**src/rtl/block_address_generator.sv**
```systemverilog
// Block address generator: SRAM address + DP-RAM index stream for one BLK x BLK block per start.
// Latency: addr_valid rises the cycle after start, then one beat per cycle; done one cycle after the last beat.
// Backpressure: addr/dpram_addr/plane hold while addr_valid & !addr_ready; no beat skipped or repeated.
//
// Ports: clock, reset (async, active-high), clear (sync abort + pointer reset), start, mode (0 fetch,
//   1 write), addr_ready -> addr, addr_valid, dpram_addr, plane (0 Y, 1 U, 2 V), busy, done, frame_done.
// Fetch and write keep separate block pointers (Y, U, V in raster order) so a fetch of block k+1 can
// overlap the write-back of block k.
// Optional macro BLOCK_ADDR_TRANSPOSE_EN: fetch dpram_addr becomes column-major (c*BLK + r).
module block_address_generator #(
   parameter int ADDR_W       = 18,
   parameter int BLK_LOG2     = 3,
   parameter int Y_COLS       = 320,
   parameter int ROWS         = 240,
   parameter int FETCH_Y_BASE = 76800,
   parameter int FETCH_U_BASE = 153600,
   parameter int FETCH_V_BASE = 192000,
   parameter int WRITE_Y_BASE = 0,
   parameter int WRITE_U_BASE = 38400,
   parameter int WRITE_V_BASE = 57600
) (
   input  logic                  clock,
   input  logic                  reset,
   input  logic                  clear,
   input  logic                  start,
   input  logic                  mode,
   input  logic                  addr_ready,
   output logic [ADDR_W-1:0]     addr,
   output logic                  addr_valid,
   output logic [2*BLK_LOG2-1:0] dpram_addr,
   output logic [1:0]            plane,
   output logic                  busy,
   output logic                  done,
   output logic                  frame_done
);

   localparam int BLK = 1 << BLK_LOG2;

   typedef logic [ADDR_W-1:0] word_t;
   typedef enum logic [1:0] {S_IDLE, S_RUN, S_DONE} state_t;

   // Block pointer. row_addr is the address of block column 0 in the current block row,
   // blk_addr the address of the block itself; both are stepped with adders only.
   typedef struct packed {
      logic [1:0] pl;
      word_t      brow;
      word_t      bcol;
      word_t      row_addr;
      word_t      blk_addr;
   } ptr_t;

   localparam word_t ONE         = word_t'(1);
   localparam word_t Y_BCOL_LAST = word_t'(Y_COLS / BLK - 1);
   localparam word_t C_BCOL_LAST = word_t'(Y_COLS / (2 * BLK) - 1);
   localparam word_t BROW_LAST   = word_t'(ROWS / BLK - 1);
   localparam word_t F_STEP      = word_t'(BLK);
   localparam word_t W_STEP      = word_t'(BLK / 2);

   localparam logic [BLK_LOG2-1:0] RC_ONE  = {{(BLK_LOG2-1){1'b0}}, 1'b1};
   localparam logic [BLK_LOG2-1:0] C_MAX_F = '1;
   localparam logic [BLK_LOG2-1:0] C_MAX_W = {1'b0, {(BLK_LOG2-1){1'b1}}};

   // Row stride in words: fetch stores one sample per word, write packs two.
   function automatic word_t stride_of(input logic m, input logic [1:0] pl);
      word_t s;
      s = (pl == 2'd0) ? word_t'(Y_COLS) : word_t'(Y_COLS / 2);
      return m ? (s >> 1) : s;
   endfunction

   function automatic word_t base_of(input logic m, input logic [1:0] pl);
      word_t b;
      case ({m, pl})
         3'b000:  b = word_t'(FETCH_Y_BASE);
         3'b001:  b = word_t'(FETCH_U_BASE);
         3'b010:  b = word_t'(FETCH_V_BASE);
         3'b100:  b = word_t'(WRITE_Y_BASE);
         3'b101:  b = word_t'(WRITE_U_BASE);
         3'b110:  b = word_t'(WRITE_V_BASE);
         default: b = '0;
      endcase
      return b;
   endfunction

   function automatic logic last_bcol(input ptr_t p);
      return p.bcol == ((p.pl == 2'd0) ? Y_BCOL_LAST : C_BCOL_LAST);
   endfunction

   function automatic ptr_t ptr_init(input logic m);
      ptr_t p;
      p          = '0;
      p.row_addr = base_of(m, 2'd0);
      p.blk_addr = p.row_addr;
      return p;
   endfunction

   function automatic ptr_t advance(input ptr_t p, input logic m);
      ptr_t  n;
      word_t nrow;
      n    = p;
      // One block row down is BLK sample rows, i.e. stride << BLK_LOG2.
      nrow = p.row_addr + (stride_of(m, p.pl) << BLK_LOG2);
      if (!last_bcol(p)) begin
         n.bcol     = p.bcol + ONE;
         n.blk_addr = p.blk_addr + (m ? W_STEP : F_STEP);
      end else if (p.brow != BROW_LAST) begin
         n.bcol     = '0;
         n.brow     = p.brow + ONE;
         n.row_addr = nrow;
         n.blk_addr = nrow;
      end else begin
         n.bcol     = '0;
         n.brow     = '0;
         n.pl       = (p.pl == 2'd2) ? 2'd0 : p.pl + 2'd1;
         n.row_addr = base_of(m, n.pl);
         n.blk_addr = n.row_addr;
      end
      return n;
   endfunction

   state_t                state_q, state_d;
   ptr_t                  fptr, wptr, sel_ptr;
   logic                  mode_q, last_blk_q;
   word_t                 row_q, stride_q;
   logic [BLK_LOG2-1:0]   r_q, c_q, c_max;
   logic                  beat, last_beat;

   assign sel_ptr   = mode ? wptr : fptr;
   assign c_max     = mode_q ? C_MAX_W : C_MAX_F;
   assign beat      = (state_q == S_RUN) && addr_ready;
   assign last_beat = (r_q == C_MAX_F) && (c_q == c_max);

   always_ff @(posedge clock or posedge reset) begin
      if (reset) state_q <= S_IDLE;
      else       state_q <= state_d;
   end

   always_comb begin
      state_d    = state_q;
      addr_valid = 1'b0;
      busy       = 1'b0;
      done       = 1'b0;
      frame_done = 1'b0;
      case (state_q)
         S_IDLE: if (start && !clear) state_d = S_RUN;
         S_RUN: begin
            addr_valid = 1'b1;
            busy       = 1'b1;
            if (clear)                  state_d = S_IDLE;
            else if (beat && last_beat) state_d = S_DONE;
         end
         S_DONE: begin
            done       = 1'b1;
            frame_done = last_blk_q;
            state_d    = S_IDLE;
         end
         default: state_d = S_IDLE;
      endcase
   end

   always_ff @(posedge clock or posedge reset) begin
      if (reset) begin
         fptr       <= ptr_init(1'b0);
         wptr       <= ptr_init(1'b1);
         mode_q     <= 1'b0;
         last_blk_q <= 1'b0;
         addr       <= '0;
         row_q      <= '0;
         stride_q   <= '0;
         r_q        <= '0;
         c_q        <= '0;
         plane      <= '0;
      end else if (clear) begin
         fptr <= ptr_init(1'b0);
         wptr <= ptr_init(1'b1);
      end else begin
         case (state_q)
            S_IDLE: if (start) begin
               mode_q     <= mode;
               addr       <= sel_ptr.blk_addr;
               row_q      <= sel_ptr.blk_addr;
               stride_q   <= stride_of(mode, sel_ptr.pl);
               r_q        <= '0;
               c_q        <= '0;
               plane      <= sel_ptr.pl;
               last_blk_q <= (sel_ptr.pl == 2'd2) && last_bcol(sel_ptr) &&
                             (sel_ptr.brow == BROW_LAST);
            end
            S_RUN: if (beat) begin
               if (c_q == c_max) begin
                  c_q   <= '0;
                  r_q   <= r_q + RC_ONE;
                  row_q <= row_q + stride_q;
                  addr  <= row_q + stride_q;
               end else begin
                  c_q  <= c_q + RC_ONE;
                  addr <= addr + ONE;
               end
            end
            S_DONE: begin
               if (mode_q) wptr <= advance(wptr, 1'b1);
               else        fptr <= advance(fptr, 1'b0);
            end
            default: ;
         endcase
      end
   end

   // Write bursts index sample pairs, so only BLK_LOG2-1 column bits are meaningful.
   always_comb begin
      if (mode_q) begin
         dpram_addr = {1'b0, r_q, c_q[BLK_LOG2-2:0]};
      end else begin
`ifdef BLOCK_ADDR_TRANSPOSE_EN
         dpram_addr = {c_q, r_q};
`else
         dpram_addr = {r_q, c_q};
`endif
      end
   end

endmodule
```
**config.mk**
```make
export PLATFORM = sky130hd
export DESIGN_NAME = block_address_generator
export DESIGN_NICKNAME = d
export VERILOG_FILES = /design/src/rtl/block_address_generator.sv
export SDC_FILE = /design/constraint.sdc
export NUM_CORES = 1
export LEC_CHECK = 0
export ABC_AREA = 1
export CAP_MARGIN = 20
export CORE_ASPECT_RATIO = 2
export CORE_MARGIN = 2
export CORE_UTILIZATION = 30
export DETAILED_ROUTE_END_ITERATION = 10
export PLACE_DENSITY = 0.43
export SLEW_MARGIN = 20
export SYNTH_ARGS = -nofsm -noshare
export SYNTH_HDL_FRONTEND = slang
export SYNTH_SLANG_ARGS = --single-unit
```
**constraint.sdc**
```tcl
create_clock -name clock -period 8.2 [get_ports clock]
set_input_delay 0.82 -clock clock [delete_from_list [all_inputs] [get_ports clock]]
set_output_delay 0.82 -clock clock [all_outputs]
set_load 0.02 [all_outputs]
```
==> Word level (Yosys, flattened, before mapping) <==
Cells that the tools add are included.
{ "word_totals": {"register_bits": 214, "in_bits": 6} }
{ "classes": {"n_addsub": 14, "n_eq_ne": 25, "n_mux": 53, "n_bitwise": 1, "n_reduce_logical": 27} }
{ "ops": {"columns": ["cell", "count"], "rows": [
  ["74-bit two-way mux", 7],
  ["18-bit two-way mux", 11],
  ["72-bit two-way mux", 2],
  ["18-bit by 1-bit adder with 18-bit output, second input constant", 5],
  ["18-bit one-hot mux with 2 select lines", 2],
  ["18-bit by 6-bit == test with 1-bit output", 3],
  ["18-bit one-hot mux with 3 select lines", 1],
  ["20-bit two-way mux", 2],
  ["9-bit two-way mux", 4],
  ["18-bit by 5-bit inequality test with 1-bit output, second input constant", 2],
  ["16-bit one-hot mux with 2 select lines", 1],
  ["6-bit two-way mux", 4],
  ["18-bit by 11-bit adder with 18-bit output", 1],
  ["18-bit by 12-bit adder with 18-bit output", 1],
  ["18-bit adder", 1],
  ["18-bit by 3-bit adder with 18-bit output, second input constant", 1],
  ["18-bit by 4-bit adder with 18-bit output, second input constant", 1],
  ["18-bit by 5-bit == test with 1-bit output, second input constant", 1],
  ["3-bit two-way mux", 6],
  ["2-bit two-way mux", 7],
  ["2-bit == test, second input constant", 6],
  ["2-bit inequality test, second input constant", 6],
  ["3-bit one-hot mux with 2 select lines", 2],
  ["4-bit AND reduction", 3],
  ["other kinds (17)", 40]
]} }

==> Logic depth before layout (Yosys ltp) <==
{ "depth": {"depth_word": 9, "depth_mapped": 15, "mapped_depth_nobuf": 15} }

==> Worst setup path after synthesis <==
Ideal clock, no wire load.
{ "synth_timing": {"path_kind": "register -> output", "start": "reg state_q[1]", "end": "out busy", "t_arrival_ns": 1.167, "setup_slack_ns": 6.213, "stages_incl_launch_ff": 5, "cell_sequence": "dfrtp_1 -> nor2_1 -> buf_2 -> buf_2 -> buf_4"} }
{ "synth_between": {"elab_chain_len": 2} }
{ "synth_lines": {"columns": ["element", "line_no", "rtl"], "rows": [
  ["from (decl)", "120", "state_t state_q, state_d;"],
  ["from (signal assigned)", "134", "else state_q <= state_d;"],
  ["2-bit by 1-bit == test with 1-bit output", null, null],
  ["1-bit two-way mux", null, null],
  ["to (decl)", "32", "output logic busy,"]
]} }
No other way between the ends.

==> Worst setup path in the final report <==
{ "layout_timing": {"start": "in clear", "end": "reg fptr[73] (netlist name)"} }
{ "layout_between": {"elab_chain_len": 2} }
{ "layout_lines": {"columns": ["element", "line_no", "rtl"], "rows": [
  ["from (decl)", "24", "input logic clear,"],
  ["2-bit inequality test (no line) / 2-bit nonzero test (equally long branches)", null, null],
  ["4-bit AND reduction (no line)", null, null],
  ["to (signal assigned)", "162", "fptr <= ptr_init(1'b0);"],
  ["to (signal assigned)", "173", "fptr <= ptr_init(1'b0);"],
  ["to (signal assigned)", "201", "else fptr <= advance(fptr, 1'b0);"],
  ["to (decl)", "121", "ptr_t fptr, wptr, sel_ptr;"]
]} }
Several ways; a longest one is shown, not always the timed one.
A chain may end at the register's enable or synchronous reset.

==> metrics <==
number of nets in the synthesized netlist 1762; maximum level of the CTS H-tree 4; highest achievable clock rate 306.4 MHz; multiplexer share of the synthesized area 0.0008113; Worst Setup End Kind flip-flop; endpoint of the most critical register-to-register path wptr[72]; routability-driven placement congestion ratio 0.8851; number of enable-type register cells in the synthesized netlist 0; async set-or-reset flop fraction in the synthesized netlist 1.000; worst setup slack before clock tree synthesis 4.419 ns; number of warning messages in the yosys log 0; Min-Delay Startpoint stride_q[4]; io pins 36; area fraction in and, or, nand and nor cells after synthesis 0.3505; critical path start-end classification in -> reg; global-route wire length before repair 67760 um; number of inserted filler cells in the final layout 4432; final total negative setup slack 0 ns; unrepaired setup endpoints after global routing no; antenna violations before repair 0; total area of sequential cells 4765 um2; number of buffers between clock root and the deepest sink 2; initial core utilization 0.3020; Clock Root Buffer clkbuf_16; Final Instance Count excl. Fillers 2291; total grt overflow 0; required time worst endpoint 8.60 ns; number of cells on the worst reg-to-reg path 12; hold worst-path end stride_q[4]; vias in the first global route 11726; Pre-antenna DRT Iters 7; detail-routed via count per cell 5.006; leakage power 6.286 nW; Slew @ Worst Pin 1.295 ns; number of synthesized register bits 190; number of endpoints failing setup at the final stage 0; Post-CTS Hold Fix Bufs 0; full die area 42860 um2; final setup skew 0.01075 ns; Hold Path Cell Cnt 2; count of final hold-check violations 0; synthesized-area fraction occupied by adder cells 0.02900; overall routed net length 43310 um; final cycle utilization of the critical path 0.3980; fraction of final layout cells with drive strength greater than 1 0.06663; kind of start point of the critical path input pin; y dimension of the die 290.8 um; post-layout min period 3.264 ns; Area growth, synth to finish 12.39%; post-synth design cell area 12340 um2; routed vias 11469; max_cap viols 0; sequential fraction of the synthesis area 0.3862; worst reg2reg path startpoint wptr[36]; Setup Fix Bufs, Post-CTS 0; Register-to-Register Setup Slack 5.28 ns; clock tree from TritonCTS built; diode count 0; post-synthesis area per instance 7.140 um2; footprint of the multi-input gates 6590 um2; Post-DRT Antenna Nets 0; final core area utilization 0.3394; parity-gate share of the synthesized area counting xor and xnor cells 0.04401; number of max-slew violations in the final report 0; area of the core 40860 um2; placed insts 2258; detail-routed net length per standard cell 18.90 um; highest-count cells in the layout ignoring fill and taps nand2_1, nor2_1, dfrtp_1, inv_1, nand3_1; later-pin clock latency in the skew report 0.47 ns; detailed placement HPWL 33330 um; status complete, no violations; power per cell area 190.0 nW/um2; area fraction in compound gates after synthesis 0.1098; initial detailed-routing violation count 581; Final WS setup 4.936 ns; total CTS buffers 17; total power consumption of the routed design 2.635 mW; clock sinks 190; Synth cell types 58; most common cell after layout, fill and taps aside nand2_1; DRC errors left 0; most frequently used flop master after synthesis dfrtp_1; clock transition at the register clock pins on the worst setup and hold paths after CTS 0.08 ns; Post-layout nets 1777; combinational family with the most area after synthesis simple AND/OR/NAND/NOR gates; overall routing resource usage 0.2078; worst ir drop on vdd 0.0001085 V; Syn Inst Count 1728; data arrival time at the worst-slack endpoint 3.66 ns; tightest slew margin relative to the limit 0.1273; number of gates given a new drive strength after cts 0; FP Rows 105; pin count of the biggest net entering global routing 133; number of I/O port buffers 35; Hold/Removal Path Class reg -> reg; CP Max Fanout 45; die boundary width 147.4 um
[area by class of cell]
cell class,instances,area share
clock buffer,19,0.03266
sequential,190,0.3436
timing repair buffer,44,0.03158
tap,535,0.04827
clock inverter,13,0.01678
inverter,189,0.05188
multi-input combinational,1301,0.4752
[per-layer routing]
| metal | vias up | part of all wire | GRT usage |
|---|---|---|---|
| met5 | - | 0 | 0 |
| met4 | 0 | 0.043 | 0.09639 |
| met3 | 69 | 0.017 | 0.02308 |
| met2 | 185 | 0.59 | 0.4280 |
| met1 | 5511 | 0.35 | 0.1979 |
| li1 | 5704 | - | - |
[cell families (layout without fill, tap and decap cells)]
logic type | after synthesis | count (layout)
adders and majority gates | 28 | 28
AOI/OAI and AO/OA | 238 | 238
muxes | 1 | 1
and+or+nand+nor | 972 | 972
DFF | 190 | 190
xor gates and xnor gates | 62 | 62
buffers and inverters | 237 | 265
[synth_stat cells (5+ instances only)]
master      n  area share
o22ai_1     5      0.0025
ha_1       27       0.027
nand2_1   454        0.14
clkbuf_1   12      0.0037
nand3b_1    8      0.0049
dfrtp_1   182        0.37
nand2_2     7      0.0035
nand4_1    50       0.025
buf_6       5      0.0046
nor2_4      8      0.0073
buf_4       6      0.0037
inv_2      17      0.0052
nand3_1   145       0.059
o21a_1      7      0.0043
xnor2_1    10      0.0071
nor2_2      8      0.0041
o21ai_1    23      0.0093
a31oi_1     9      0.0046
nor4_1      7      0.0035
a22oi_1     5      0.0030
o21ai_0    99       0.040
nand2_4     6      0.0055
dfstp_2     8       0.017
inv_1     170       0.052
nor2_1    203       0.062
o31ai_1     9      0.0055
a21oi_1    54       0.022
o211ai_1    5      0.0030
a21oi_2     5      0.0035
buf_2      25       0.010
nor3_1     55       0.022
xor2_1     52       0.037
[flip-flops by register name, indices dropped and copies added, names as in the netlist]
signal / count
wptr: 70
fptr: 69
addr: 18
row_q: 17
stride_q: 4
c_q: 3
r_q: 3
plane: 2
state_q: 2
last_blk_q: 1
mode_q: 1
[through the flow]
stage	cell area [um2]	hold WS, ns
after floorplan	12340	0.4355
after global placement	13150	0.4556
after detailed placement	13150	0.4622
after CTS	13840	0.4810
after global routing	13870	0.5047
final	13870	0.4782
[critical path, stage by stage]
cell and delay (ns):
clkdlybuf4s50_1 0.41, buf_4 0.24, inv_2 0.79, nand2_4 0.28, nand2_4 0.41, inv_2 0.32, nand2_1 0.20, nand2_1 0.06
o21ai_1 0.08
[worst max-delay path by stage]
| stage | startpoint | to | slack, ns | depth (start not counted) |
|---|---|---|---|---|
| 5_1_grt | clear | wptr[50] | 4.73 | 9 |
| 3_5_place_dp | clear | fptr[73] | 4.42 | 9 |
| 4_1_cts | clear | fptr[73] | 4.92 | 9 |
| 2_1_floorplan | reset | addr[0] | 2.22 | 1 |
| 3_3_place_gp | clear | fptr[73] | 4.44 | 9 |
| 6_report | clear | fptr[73] | 4.94 | 9 |
[where the power goes]
group | switching, mW | total (mW) | internal (mW)
Clock | 0.413 | 1.00 | 0.590
Combinational | 0.344 | 0.531 | 0.187
Sequential | 0.0955 | 1.10 | 1.00
No activity file was read; power rests on OpenSTA's default activity.
